$ cat config.mk
export PLATFORM = sky130hd
export DESIGN_NAME = exe_ctrl
export DESIGN_NICKNAME = d
export VERILOG_FILES = /design/src/rtl/exe_ctrl.sv
export SDC_FILE = /design/constraint.sdc
export NUM_CORES = 1
export LEC_CHECK = 0
export CAP_MARGIN = 10
export CORE_AREA = 2 2 288 290
export DETAILED_ROUTE_END_ITERATION = 6
export DIE_AREA = 0 0 290 292
export GPL_TIMING_DRIVEN = 0
export HOLD_SLACK_MARGIN = 0.08
export MAX_ROUTING_LAYER = met4
export SLEW_MARGIN = 20
export SYNTH_ARGS = -nofsm -noshare
export SYNTH_HDL_FRONTEND = slang
export SYNTH_SLANG_ARGS = --single-unit
$ cat constraint.sdc
create_clock -name clk -period 2.15 [get_ports clk]
set_input_delay 0.215 -clock clk [delete_from_list [all_inputs] [get_ports clk]]
set_output_delay 0.215 -clock clk [all_outputs]
set_load 0.02 [all_outputs]
$ cat src/rtl/exe_ctrl.sv
`default_nettype none
// ============================================================================
// Module   : exe_ctrl
// Sequences ALU ops, branches and jumps through a shared external ALU.
// Revision : 1.0
// ============================================================================
module exe_ctrl #(
  parameter logic [3:0] ALU_ADD = 4'b0000,
  parameter logic [3:0] ALU_SUB = 4'b0001
) (
  input  logic        clk,
  input  logic        rst,
  input  logic        id_valid,
  output logic        id_ready,
  input  logic [3:0]  id_aluop,
  input  logic        id_op1_sel,
  input  logic        id_op2_sel,
  input  logic [2:0]  id_br_type,
  input  logic [4:0]  id_rd_addr,
  input  logic        id_rd_wena,
  input  logic [63:0] id_rs1_data,
  input  logic [63:0] id_rs2_data,
  input  logic [63:0] id_imm_data,
  input  logic [63:0] id_pc,
  output logic [3:0]  ex_aluop,
  output logic        ex_op1,
  output logic        ex_op2,
  output logic [63:0] ex_rs1_data,
  output logic [63:0] ex_rs2_data,
  output logic [63:0] ex_imm_data,
  output logic [63:0] ex_pc,
  input  logic [63:0] ex_rd_data,
  input  logic        ex_eq_flag,
  input  logic        ex_less_flag,
  output logic        mem_valid,
  input  logic        mem_ready,
  output logic [63:0] mem_result,
  output logic [4:0]  mem_rd_addr,
  output logic        mem_rd_wena,
  output logic        redirect_valid,
  output logic [63:0] redirect_pc,
  output logic        busy
);

  typedef enum logic [2:0] {
    S_IDLE = 3'd0,
    S_EXEC = 3'd1,
    S_CMP  = 3'd2,
    S_LINK = 3'd3,
    S_TGT  = 3'd4,
    S_DONE = 3'd5
  } state_t;

  localparam logic [2:0] c_br_beq  = 3'd1;
  localparam logic [2:0] c_br_bne  = 3'd2;
  localparam logic [2:0] c_br_blt  = 3'd3;
  localparam logic [2:0] c_br_bge  = 3'd4;
  localparam logic [2:0] c_br_jal  = 3'd5;
  localparam logic [2:0] c_br_jalr = 3'd6;

  state_t      state_q, state_d;
  logic [3:0]  aluop_q, aluop_d;
  logic        op1_sel_q, op1_sel_d;
  logic        op2_sel_q, op2_sel_d;
  logic [2:0]  br_type_q, br_type_d;
  logic [4:0]  rd_addr_q, rd_addr_d;
  logic        rd_wena_q, rd_wena_d;
  logic [63:0] rs1_q, rs1_d;
  logic [63:0] rs2_q, rs2_d;
  logic [63:0] imm_q, imm_d;
  logic [63:0] pc_q, pc_d;
  logic [63:0] mem_result_q, mem_result_d;
  logic        mem_rd_wena_q, mem_rd_wena_d;
  logic [63:0] redirect_pc_q, redirect_pc_d;
  logic        redirect_valid_q, redirect_valid_d;
  logic        w_accept;
  logic        w_taken;

  function automatic state_t first_state(input logic [2:0] br);
    case (br)
      c_br_beq, c_br_bne, c_br_blt, c_br_bge: first_state = S_CMP;
      c_br_jal, c_br_jalr:                    first_state = S_LINK;
      default:                                first_state = S_EXEC;
    endcase
  endfunction

  assign id_ready       = (state_q == S_IDLE) | ((state_q == S_DONE) & mem_ready);
  assign w_accept       = id_valid & id_ready;
  assign busy           = (state_q != S_IDLE);
  assign mem_valid      = (state_q == S_DONE);
  assign mem_result     = mem_result_q;
  assign mem_rd_addr    = rd_addr_q;
  assign mem_rd_wena    = mem_rd_wena_q;
  assign redirect_valid = redirect_valid_q;
  assign redirect_pc    = redirect_pc_q;

  always_comb begin
    w_taken = 1'b0;
    case (br_type_q)
      c_br_beq: w_taken = ex_eq_flag;
      c_br_bne: w_taken = ~ex_eq_flag;
      c_br_blt: w_taken = ex_less_flag;
      c_br_bge: w_taken = ~ex_less_flag;
      default:  w_taken = 1'b0;
    endcase
  end

  always_comb begin
    state_d          = state_q;
    aluop_d          = aluop_q;
    op1_sel_d        = op1_sel_q;
    op2_sel_d        = op2_sel_q;
    br_type_d        = br_type_q;
    rd_addr_d        = rd_addr_q;
    rd_wena_d        = rd_wena_q;
    rs1_d            = rs1_q;
    rs2_d            = rs2_q;
    imm_d            = imm_q;
    pc_d             = pc_q;
    mem_result_d     = mem_result_q;
    mem_rd_wena_d    = mem_rd_wena_q;
    redirect_pc_d    = redirect_pc_q;
    redirect_valid_d = 1'b0;

    case (state_q)
      S_IDLE: state_d = S_IDLE;
      S_EXEC: begin
        mem_result_d  = ex_rd_data;
        mem_rd_wena_d = rd_wena_q;
        state_d       = S_DONE;
      end
      S_CMP:  state_d = w_taken ? S_TGT : S_DONE;
      S_LINK: begin
        mem_result_d  = ex_rd_data;
        mem_rd_wena_d = rd_wena_q;
        state_d       = S_TGT;
      end
      S_TGT: begin
        redirect_pc_d    = (br_type_q == c_br_jalr) ? {ex_rd_data[63:1], 1'b0} : ex_rd_data;
        redirect_valid_d = 1'b1;
        state_d          = S_DONE;
      end
      S_DONE: if (mem_ready) state_d = S_IDLE;
      default: state_d = S_IDLE;
    endcase

    // An accept only happens in IDLE or a retiring DONE, so it overrides the above.
    if (w_accept) begin
      aluop_d       = id_aluop;
      op1_sel_d     = id_op1_sel;
      op2_sel_d     = id_op2_sel;
      br_type_d     = id_br_type;
      rd_addr_d     = id_rd_addr;
      rd_wena_d     = id_rd_wena;
      rs1_d         = id_rs1_data;
      rs2_d         = id_rs2_data;
      imm_d         = id_imm_data;
      pc_d          = id_pc;
      mem_result_d  = 64'd0;
      mem_rd_wena_d = 1'b0;
      state_d       = first_state(id_br_type);
    end
  end

  always_comb begin
    ex_aluop    = ALU_ADD;
    ex_op1      = 1'b0;
    ex_op2      = 1'b0;
    ex_rs1_data = 64'd0;
    ex_rs2_data = 64'd0;
    ex_imm_data = 64'd0;
    ex_pc       = 64'd0;
    case (state_q)
      S_EXEC: begin
        ex_aluop    = aluop_q;
        ex_op1      = op1_sel_q;
        ex_op2      = op2_sel_q;
        ex_rs1_data = rs1_q;
        ex_rs2_data = rs2_q;
        ex_imm_data = imm_q;
        ex_pc       = pc_q;
      end
      S_CMP: begin
        ex_aluop    = ALU_SUB;
        ex_op1      = 1'b1;
        ex_op2      = 1'b1;
        ex_rs1_data = rs1_q;
        ex_rs2_data = rs2_q;
      end
      S_LINK: begin
        ex_imm_data = 64'd4;
        ex_pc       = pc_q;
      end
      S_TGT: begin
        ex_op1      = (br_type_q == c_br_jalr);
        ex_rs1_data = rs1_q;
        ex_imm_data = imm_q;
        ex_pc       = pc_q;
      end
      default: ex_aluop = ALU_ADD;
    endcase
  end

  always_ff @(posedge clk) begin
    if (rst) begin
      state_q          <= S_IDLE;
      aluop_q          <= 4'd0;
      op1_sel_q        <= 1'b0;
      op2_sel_q        <= 1'b0;
      br_type_q        <= 3'd0;
      rd_addr_q        <= 5'd0;
      rd_wena_q        <= 1'b0;
      rs1_q            <= 64'd0;
      rs2_q            <= 64'd0;
      imm_q            <= 64'd0;
      pc_q             <= 64'd0;
      mem_result_q     <= 64'd0;
      mem_rd_wena_q    <= 1'b0;
      redirect_pc_q    <= 64'd0;
      redirect_valid_q <= 1'b0;
    end else begin
      state_q          <= state_d;
      aluop_q          <= aluop_d;
      op1_sel_q        <= op1_sel_d;
      op2_sel_q        <= op2_sel_d;
      br_type_q        <= br_type_d;
      rd_addr_q        <= rd_addr_d;
      rd_wena_q        <= rd_wena_d;
      rs1_q            <= rs1_d;
      rs2_q            <= rs2_d;
      imm_q            <= imm_d;
      pc_q             <= pc_d;
      mem_result_q     <= mem_result_d;
      mem_rd_wena_q    <= mem_rd_wena_d;
      redirect_pc_q    <= redirect_pc_d;
      redirect_valid_q <= redirect_valid_d;
    end
  end

endmodule
`default_nettype wire

; Yosys cells after proc, flatten, opt, wreduce, memory -nomap -nowiden
; Index checks and enable logic that the tools add are counted.
; Widths: inputs -> output; s select.
[word_totals]
reg_bits = 404
in_bits = 341
out_inout_bits = 400
[op_classes]
eq_ne = 17
mux = 15
n_bitwise = 5
reduce_logical = 10
[op_table]
columns = cell, count
row1 = $mux 64, 3
row2 = $pmux 64 s2, 1
row3 = $eq 3x3->1 const B, 7
row4 = $eq 3x2->1 const B, 6
row5 = $pmux 3 s4, 1
row6 = $reduce_or 2->1, 5
row7 = $eq 3x1->1 const B, 3
row8 = $pmux 4 s2, 1
row9 = $mux 3, 2
row10 = $reduce_or 3->1, 2
row11 = $pmux 1 s4, 1
row12 = $pmux 2 s2, 1
row13 = $reduce_or 4->1, 1
row14 = $logic_not 3->1, 1
row15 = $mux 1, 3
row16 = $ne 3x1->1 const B, 1
row17 = $pmux 1 s3, 1
row18 = $reduce_bool 3->1, 1
row19 = $and 1x1->1, 2
row20 = $not 1->1, 2
row21 = $pmux 1 s2, 1
row22 = $or 1x1->1, 1

; Logic depth before layout (Yosys ltp)
; Gate-level depths: netlist of run 1.
[depth]
word_depth = 5
mapped_depth = 8
depth_no_buf = 4

; Least setup slack after synthesis of run 1
; No wires, ideal clock.
[synth_path]
kind = reg2out
startpoint = register state_q[0]
endpoint = output ex_op1
t_arrival_ns = 1.761
t_required_ns = 1.935
slack_ns = 0.174
path_stages_with_launch = 7
path_cell_list = dfxtp_1 -> nand2b_1 -> or2_2 -> clkbuf_1 -> clkbuf_1 -> buf_1 -> o21ai_0
[synth_between]
elab_chain_cells = 2
word_cells_on_any_way = 4
cone_classes = eq/ne: 3 / mux: 1
[synth_rtl]
columns = element, line
row1 = "start, declared", 61  ; state_t state_q, state_d;
row2 = "start signal, assigned", 222  ; state_q <= state_d;
row3 = "$eq 3x3->1, or another cell as far along", 173  ; case (state_q)
row4 = $pmux 1 s3 (*), 173
row5 = "end, declared", 26  ; output logic ex_op1,
; Every way passes the cells marked *; elsewhere a longest branch is shown, timed or not.

; Worst setup path after layout of run 1
[layout_path]
startpoint = register state_q[0]
endpoint = output ex_imm_data[13]
[layout_between]
elab_chain_cells = 3
word_cells_on_any_way = 5
cone_classes = eq/ne: 3 / mux: 1 / reduce/logical: 1
[layout_rtl]
columns = element, line
row1 = $eq 3x3->1 or $eq 3x1->1 (tied branches), 173
row2 = $reduce_or 2->1 (no line), n/a
row3 = $pmux 64 s2 (*), 173
row4 = "end, declared", 30  ; output logic [63:0] ex_imm_data,
; Marks and branches as above.

==> results of run 1 <==
==> worst max-delay path by stage <==
| stage | from | to | slack [ns] | cells past startpoint |
|---|---|---|---|---|
| after floorplan | state_q[0] | ex_op1 | 0.17 | 6 |
| after global placement | state_q[0] | ex_rs1_data[11] | -2.12 | 8 |
| after detailed placement | state_q[0] | ex_rs1_data[11] | -1.69 | 8 |
| after CTS | state_q[0] | ex_rs1_data[11] | -0.45 | 8 |
| after global routing | state_q[0] | ex_imm_data[13] | -0.38 | 9 |
| final | state_q[0] | ex_imm_data[13] | -0.31 | 9 |
==> worst reg2reg max path, delay by kind of cell (launching register included) <==
| family | cells | cell delay (ns) |
|---|---|---|
| mux | 1 | 0.19 |
| compound gates | 1 | 0.23 |
| buf+inv | 10 | 1.17 |
| simple gates | 2 | 0.28 |
| flops | 1 | 0.37 |
==> layout make-up <==
type                       instances  area (um2)
clock inverter                    19         213
tap                             1070        1340
antenna                            7        17.5
sequential                       404        8100
multi-input combinational       1233        8040
timing repair buffer             903       10200
buffer                           126        1460
fill                            8172       50700
clock buffer                      71        1470
==> cell usage in the layout (no fill, tap or decap), drive strengths merged, types with 3 or more instances in the layout <==
cell type      count
a21oi            133
and2             255
buf              445
bufinv             4
clkbuf           178
clkdlybuf4s50    474
clkinv            11
dfxtp            404
diode              7
inv                3
mux2i            272
nand2            263
nand2b             6
nor2             276
nor3b              4
o21a               3
==> registers in the layout, indices dropped and copies added (netlist names) <==
name            cells
aluop_q             4
br_type_q           3
imm_q              64
mem_rd_addr         5
mem_rd_wena         1
mem_result         64
op1_sel_q           1
op2_sel_q           1
pc_q               64
rd_wena_q           1
redirect_pc        64
redirect_valid      1
rs1_q              64
rs2_q              64
state_q             3
==> metal layers <==
layer	track usage, %	wire (um)	part of all wire, %
met2	28.7	39200	48
met4	6.85	2480	3.1
met5	-	0	0
met3	5.53	6070	7.5
met1	20.0	33300	41
==> power by group through the flow <==
stage / clock, mW / sequential (mW) / combinational, mW
final: 8.73 / 8.76 / 10.8
after global routing: 9.25 / 8.85 / 11.4
after CTS: 8.95 / 8.72 / 8.43
after detailed placement: 0 / 8.85 / 6.65
after global placement: 0 / 8.83 / 6.60
after floorplan: 0 / 9.01 / 3.23
==> cells by family (layout without fill, tap and decap cells) <==
group | Yosys count | after routing | share of synthesized area [%]
XOR/XNOR | 1 | 1 | 0.0548
multiplexers | 272 | 272 | 17.0
other | 0 | 7 | 0
AND/OR/NAND/NOR | 814 | 815 | 23.5
AO/OA/AOI/OAI | 145 | 145 | 4.71
buffers and inverters | 135 | 1119 | 4.09
flip-flops | 404 | 404 | 50.6
==> metrics by stage <==
| stage | utilization [%] | hold slack, ns | setup slack (ns) |
|---|---|---|---|
| floorplan | - | 0.351 | 0.174 |
| global placement | 30.3 | 0.440 | -2.12 |
| detailed placement | 30.3 | 0.447 | -1.69 |
| CTS | 34.3 | 0.153 | -0.453 |
| global route | 37.8 | 0.193 | -0.376 |
| finish | 37.8 | 0.196 | -0.311 |
==> timing repair <==
| item | 4_1_cts | 5_1_grt |
|---|---|---|
| hold buffers | 0 | 0 |
| pin swaps | 63 | 144 |
| hold endpoints to repair | 0 | 0 |
| setup endpoints to repair | 605 | 597 |
| gates resized for setup | 1555 | 679 |
| gates cloned | 20 | 37 |
| setup buffers | 42 | 71 |
==> results.toml, run 1 <==
[status]
status = "complete, but fails checks"
violations = "negative setup slack"

[drt]
wirelength_um = 81100
antenna_left = 0
vias = 15818
drt_iter0_drc = 502
drc = 0
viasPerCell = 4.13
wl_per_cell_um = 21.1
drtPass1Iterations = 5

[worst_setup_path]
crit_type = "reg2out"
cp.required_ns = 1.93
endpoint_kind = "primary output"
cp_top_family = "buffers and inverters"
max_stage_delay_ns = 0.37
cp-start-kind = "flop"
r2r_cells = 14
r2r_end = "rs2_q[5]"
critical_path_buf_inv_count = 6
crit_path_frequent_cell = "buf_12"
worst-path-max-fanout = 8
crit_arrival_ns = 2.25
crit_path_cell_trace = "buf_8, buf_12, nand2b_4, a21oi_4, buf_12, buf_16, clkbuf_16, and2_4, buf_6"
crit_slowest_cell = "dfxtp_4"
reg2reg_setup_slack_ns = -0.24
reg2reg_from = "state_q[0]"

[sta]
fin_ws_ns = -0.311
hold_viol = 0
tightest_slew_ns = 0.839
fin_skew_ns = 0.0148
final_max_slew_viol_count = 0
period_needed_ns = 2.46
rsz0062_at_grt = "yes"
slew_headroom_pct = 44.1
finalSetupViolCount = 495
tns_ns = -85.91
max_freq_mhz = 406
finalCritPeriodShare_pct = 114

[pwr]
power_frac_clock_pct = 30.9
p_leak_nw = 12.6
internal_power_mw = 19.4
comb_power_share_pct = 38.2
p_total_mw = 28.3
ir_drop_mv = 0.546
p_seq_share_pct = 31.0
switching_share_pct = 31.3
p_switching_mw = 8.86
power_density_mw_per_mm2 = 916

[clock_network]
cts-buffers-inserted = 49
h-tree-depth = 2
cts_root_buf = "clkbuf_16"
clockBufferDepth = 3
clk_latency_ns = 0.59
path_clk_slew_ns = 0.06
tritoncts = "done"
clkSinkCount = 404

[placement]
placed_cells = 3582
numPortBuffers = 739
dpl.hpwl_um = 56400
placed_area_mm2 = 0.0248
gp_congestion = 0.853

[synthesis]
synth_most_common_cell = "dfxtp_1"
synth_edf_count = 0
synthTopCellsByCount = "dfxtp_1 (404), nor2_1 (276), mux2i_1 (272)"
netlist_instances = 1771
yosys_register_bits = 404
synth_area_leaders = "dfxtp_1 (51%), mux2i_1 (17%), and2_1 (10%)"
synth_area_leader_cell = "dfxtp_1"
synth_ff_type = "dfxtp_1"
synth_cell_types = 30
avgSynthCellArea_um2 = 9.03
netlist.area_leader.share_pct = 50.6
synth_async_sr_flop_share_pct = 0
syn_nets = 2112
ys_warn_count = 0
syn_area_mm2 = 0.0160
yosysSeqAreaShare_pct = 50.6

[floorplanning]
die_area_mm2 = 0.0847
coreArea_mm2 = 0.0816
die_y_um = 292
die_w_um = 290
boundaryPins = 741
initial_utilization_pct = 19.6
placementRows = 105

[job]
max_cap_violations = 0

[cells_and_area]
drive_above_1_share_pct = 30.8
layout.nets = 3058
areaGrowthSynthToFinish_pct = 93.1
fin_area_mm2 = 0.0309
fin_cells = 3833

[worst_hold_path]
min_path_cells = 3
min_from = "ex_rd_data[53]"
holdPathEnd = "mem_result[53]"
hold_class = "in2reg"

[global_route]
grt_overflow = 0
track_usage_pct = 17.5
antenna_found_initial = 12
grt_max_degree = 13
grt_pass1_wl_um = 107000
grt_pass1_vias = 15725
Note: power is estimated with default switching activity, not from simulation.
==> inputs of run 2 (changes only) <==
--- a/config.mk
+++ b/config.mk
@@ -10,7 +10,7 @@
 export DETAILED_ROUTE_END_ITERATION = 6
 export DIE_AREA = 0 0 290 292
 export GPL_TIMING_DRIVEN = 0
-export HOLD_SLACK_MARGIN = 0.08
+export HOLD_SLACK_MARGIN = 0.03
 export MAX_ROUTING_LAYER = met4
 export SLEW_MARGIN = 20
 export SYNTH_ARGS = -nofsm -noshare
==> results of run 2 <==
The final DEF is identical to that of run 1; final timing and power are the same.
==> inputs of run 3 (changes only) <==
--- a/config.mk
+++ b/config.mk
@@ -7,6 +7,7 @@
 export LEC_CHECK = 0
 export CAP_MARGIN = 10
 export CORE_AREA = 2 2 288 290
+export CTS_CLUSTER_SIZE = 8
 export DETAILED_ROUTE_END_ITERATION = 6
 export DIE_AREA = 0 0 290 292
 export GPL_TIMING_DRIVEN = 0
==> results.toml, run 3 (synthesis results as in run 1) <==
[job]
max_cap_violations = 0

[worst_setup_path]
endpoint_kind = "primary output"
cp-start-kind = "flop"
crit_end = "ex_rs1_data[11]"
worst-path-max-fanout = 6
r2r_end = "imm_q[35]"
reg2reg_from = "state_q[2]"
reg2reg_setup_slack_ns = -0.04
critPathLaunch = "state_q[0]"
crit_type = "reg2out"
cp.required_ns = 1.93
crit_arrival_ns = 2.28
r2r_cells = 9
crit_slowest_cell = "dfxtp_4"
max_stage_delay_ns = 0.36
crit_path_cell_trace = "buf_8, nand2b_4, a21oi_4, nand2b_4, clkbuf_16, clkbuf_16, and2_4, buf_6"

[global_route]
track_usage_pct = 17.5
grt-busiest-layer = "met2"
use_met1_pct = 19.6
grtUsageMet2_pct = 28.9
grt_use_met3_pct = 5.88
grt_pass1_vias = 15625
antenna_found_initial = 9
grt_overflow = 0
grt_pass1_wl_um = 107000
grt_max_degree = 20

[floorplanning]
die_w_um = 290
coreArea_mm2 = 0.0816
die_y_um = 292
die_area_mm2 = 0.0847
initial_utilization_pct = 19.6
boundaryPins = 741
placementRows = 105

[sta]
finalCritPeriodShare_pct = 116
fin_skew_ns = 0.0259
slew_headroom_pct = 34.4
period_needed_ns = 2.49
tightest_slew_ns = 0.985
fin_ws_ns = -0.343
finalSetupViolCount = 308
hold_viol = 0
final_max_slew_viol_count = 0
rsz0062_at_grt = "yes"
max_freq_mhz = 401

[drt]
drtPass1Iterations = 5
wirelength_um = 77600
antenna_left = 0
vias = 15545
drt_iter0_drc = 483
wl_per_cell_um = 20.6
drc = 0
viasPerCell = 4.13

[status]
status = "complete, but fails checks"
violations = "negative setup slack"

[placement]
preCtsSetupSlack_ns = -1.69
numPortBuffers = 739
dpl.hpwl_um = 56400
gp_congestion = 0.853

[cells_and_area]
layout.nets = 3020
drive_above_1_share_pct = 26.2
areaGrowthSynthToFinish_pct = 82.1
final_common_cell = "clkdlybuf4s50_1"
final_cell_mix = "clkdlybuf4s50_1 (476), dfxtp_1 (401), nor2_1 (276)"

[clock_network]
cts_hold_buf = 0
cts_root_buf = "clkbuf_16"
clk_latency_ns = 0.60
h-tree-depth = 2
clkSinkCount = 404
clockBufferDepth = 3
tritoncts = "done"
cts-buffers-inserted = 57
path_clk_slew_ns = 0.05

[pwr]
power_density_mw_per_mm2 = 909
p_total_mw = 26.5
ir_drop_mv = 0.497
p_leak_nw = 11.8

[worst_hold_path]
hold_class = "in2reg"
==> run 3: area by class of cell <==
type	count	area, um2
clock buffers	64	1530
flip-flops and latches	404	8100
fillers	8404	52500
well taps	1070	1340
diodes	7	17.5
clock inverters	2	38.8
multi-input cells	1234	7850
repair buffers	854	8930
plain buffers	128	1320
==> run 3: how the worst min path moves through the flow <==
stage / start / to / slack (ns) / depth (start not counted)
after floorplan: ex_rd_data[0] / mem_result[0] / 0.35 / 2
after global placement: redirect_pc[0] / redirect_pc[0] / 0.44 / 2
after detailed placement: redirect_pc[63] / redirect_pc[63] / 0.45 / 2
after CTS: ex_rd_data[53] / mem_result[53] / 0.16 / 3
after global routing: ex_rd_data[54] / mem_result[54] / 0.18 / 3
final: ex_rd_data[54] / mem_result[54] / 0.20 / 3
==> run 3: metal layers <==
layer,part of all wire (%),routed length [um]
met1,41,32000
met2,48,37000
met3,7.8,6070
met4,3.3,2530
met5,0,0
==> run 3: what timing repair did <==
| action | in CTS | in global routing |
|---|---|---|
| resized for setup | 1403 | 544 |
| setup endpoints to repair | 604 | 607 |
| buffers inserted | 31 | 58 |
| cloned | 17 | 15 |
| endpoints found under the hold margin | 0 | 0 |
| pin swaps | 67 | 61 |
==> run 3: power breakdown <==
group / internal, mW / leakage, nW / switching, mW
Sequential: 8.30 / 3.30 / 0.456
Combinational: 4.90 / 7.74 / 4.49
Clock: 5.00 / 0.770 / 3.33
==> run 3: metrics by stage <==
stage | cells | utilization, % | instance area (um2) | setup TNS (ns) | hold WS, ns
floorplan | 1771 | - | 16000 | 0 | 0.351
global placement | 3580 | 30.3 | 24700 | -586.02 | 0.440
detailed placement | 3582 | 30.3 | 24800 | -488.09 | 0.447
CTS | 3693 | 33.9 | 27600 | -115.31 | 0.158
global route | 3763 | 35.7 | 29100 | -80.79 | 0.182
finish | 3763 | 35.7 | 29100 | -51.46 | 0.198
==> run 3: critical path, delay by kind of cell, from the launching register on <==
| family | cells | cell delay [ns] |
|---|---|---|
| flops | 1 | 0.36 |
| compound gates | 1 | 0.17 |
| simple gates | 3 | 0.52 |
| buf+inv | 4 | 0.64 |
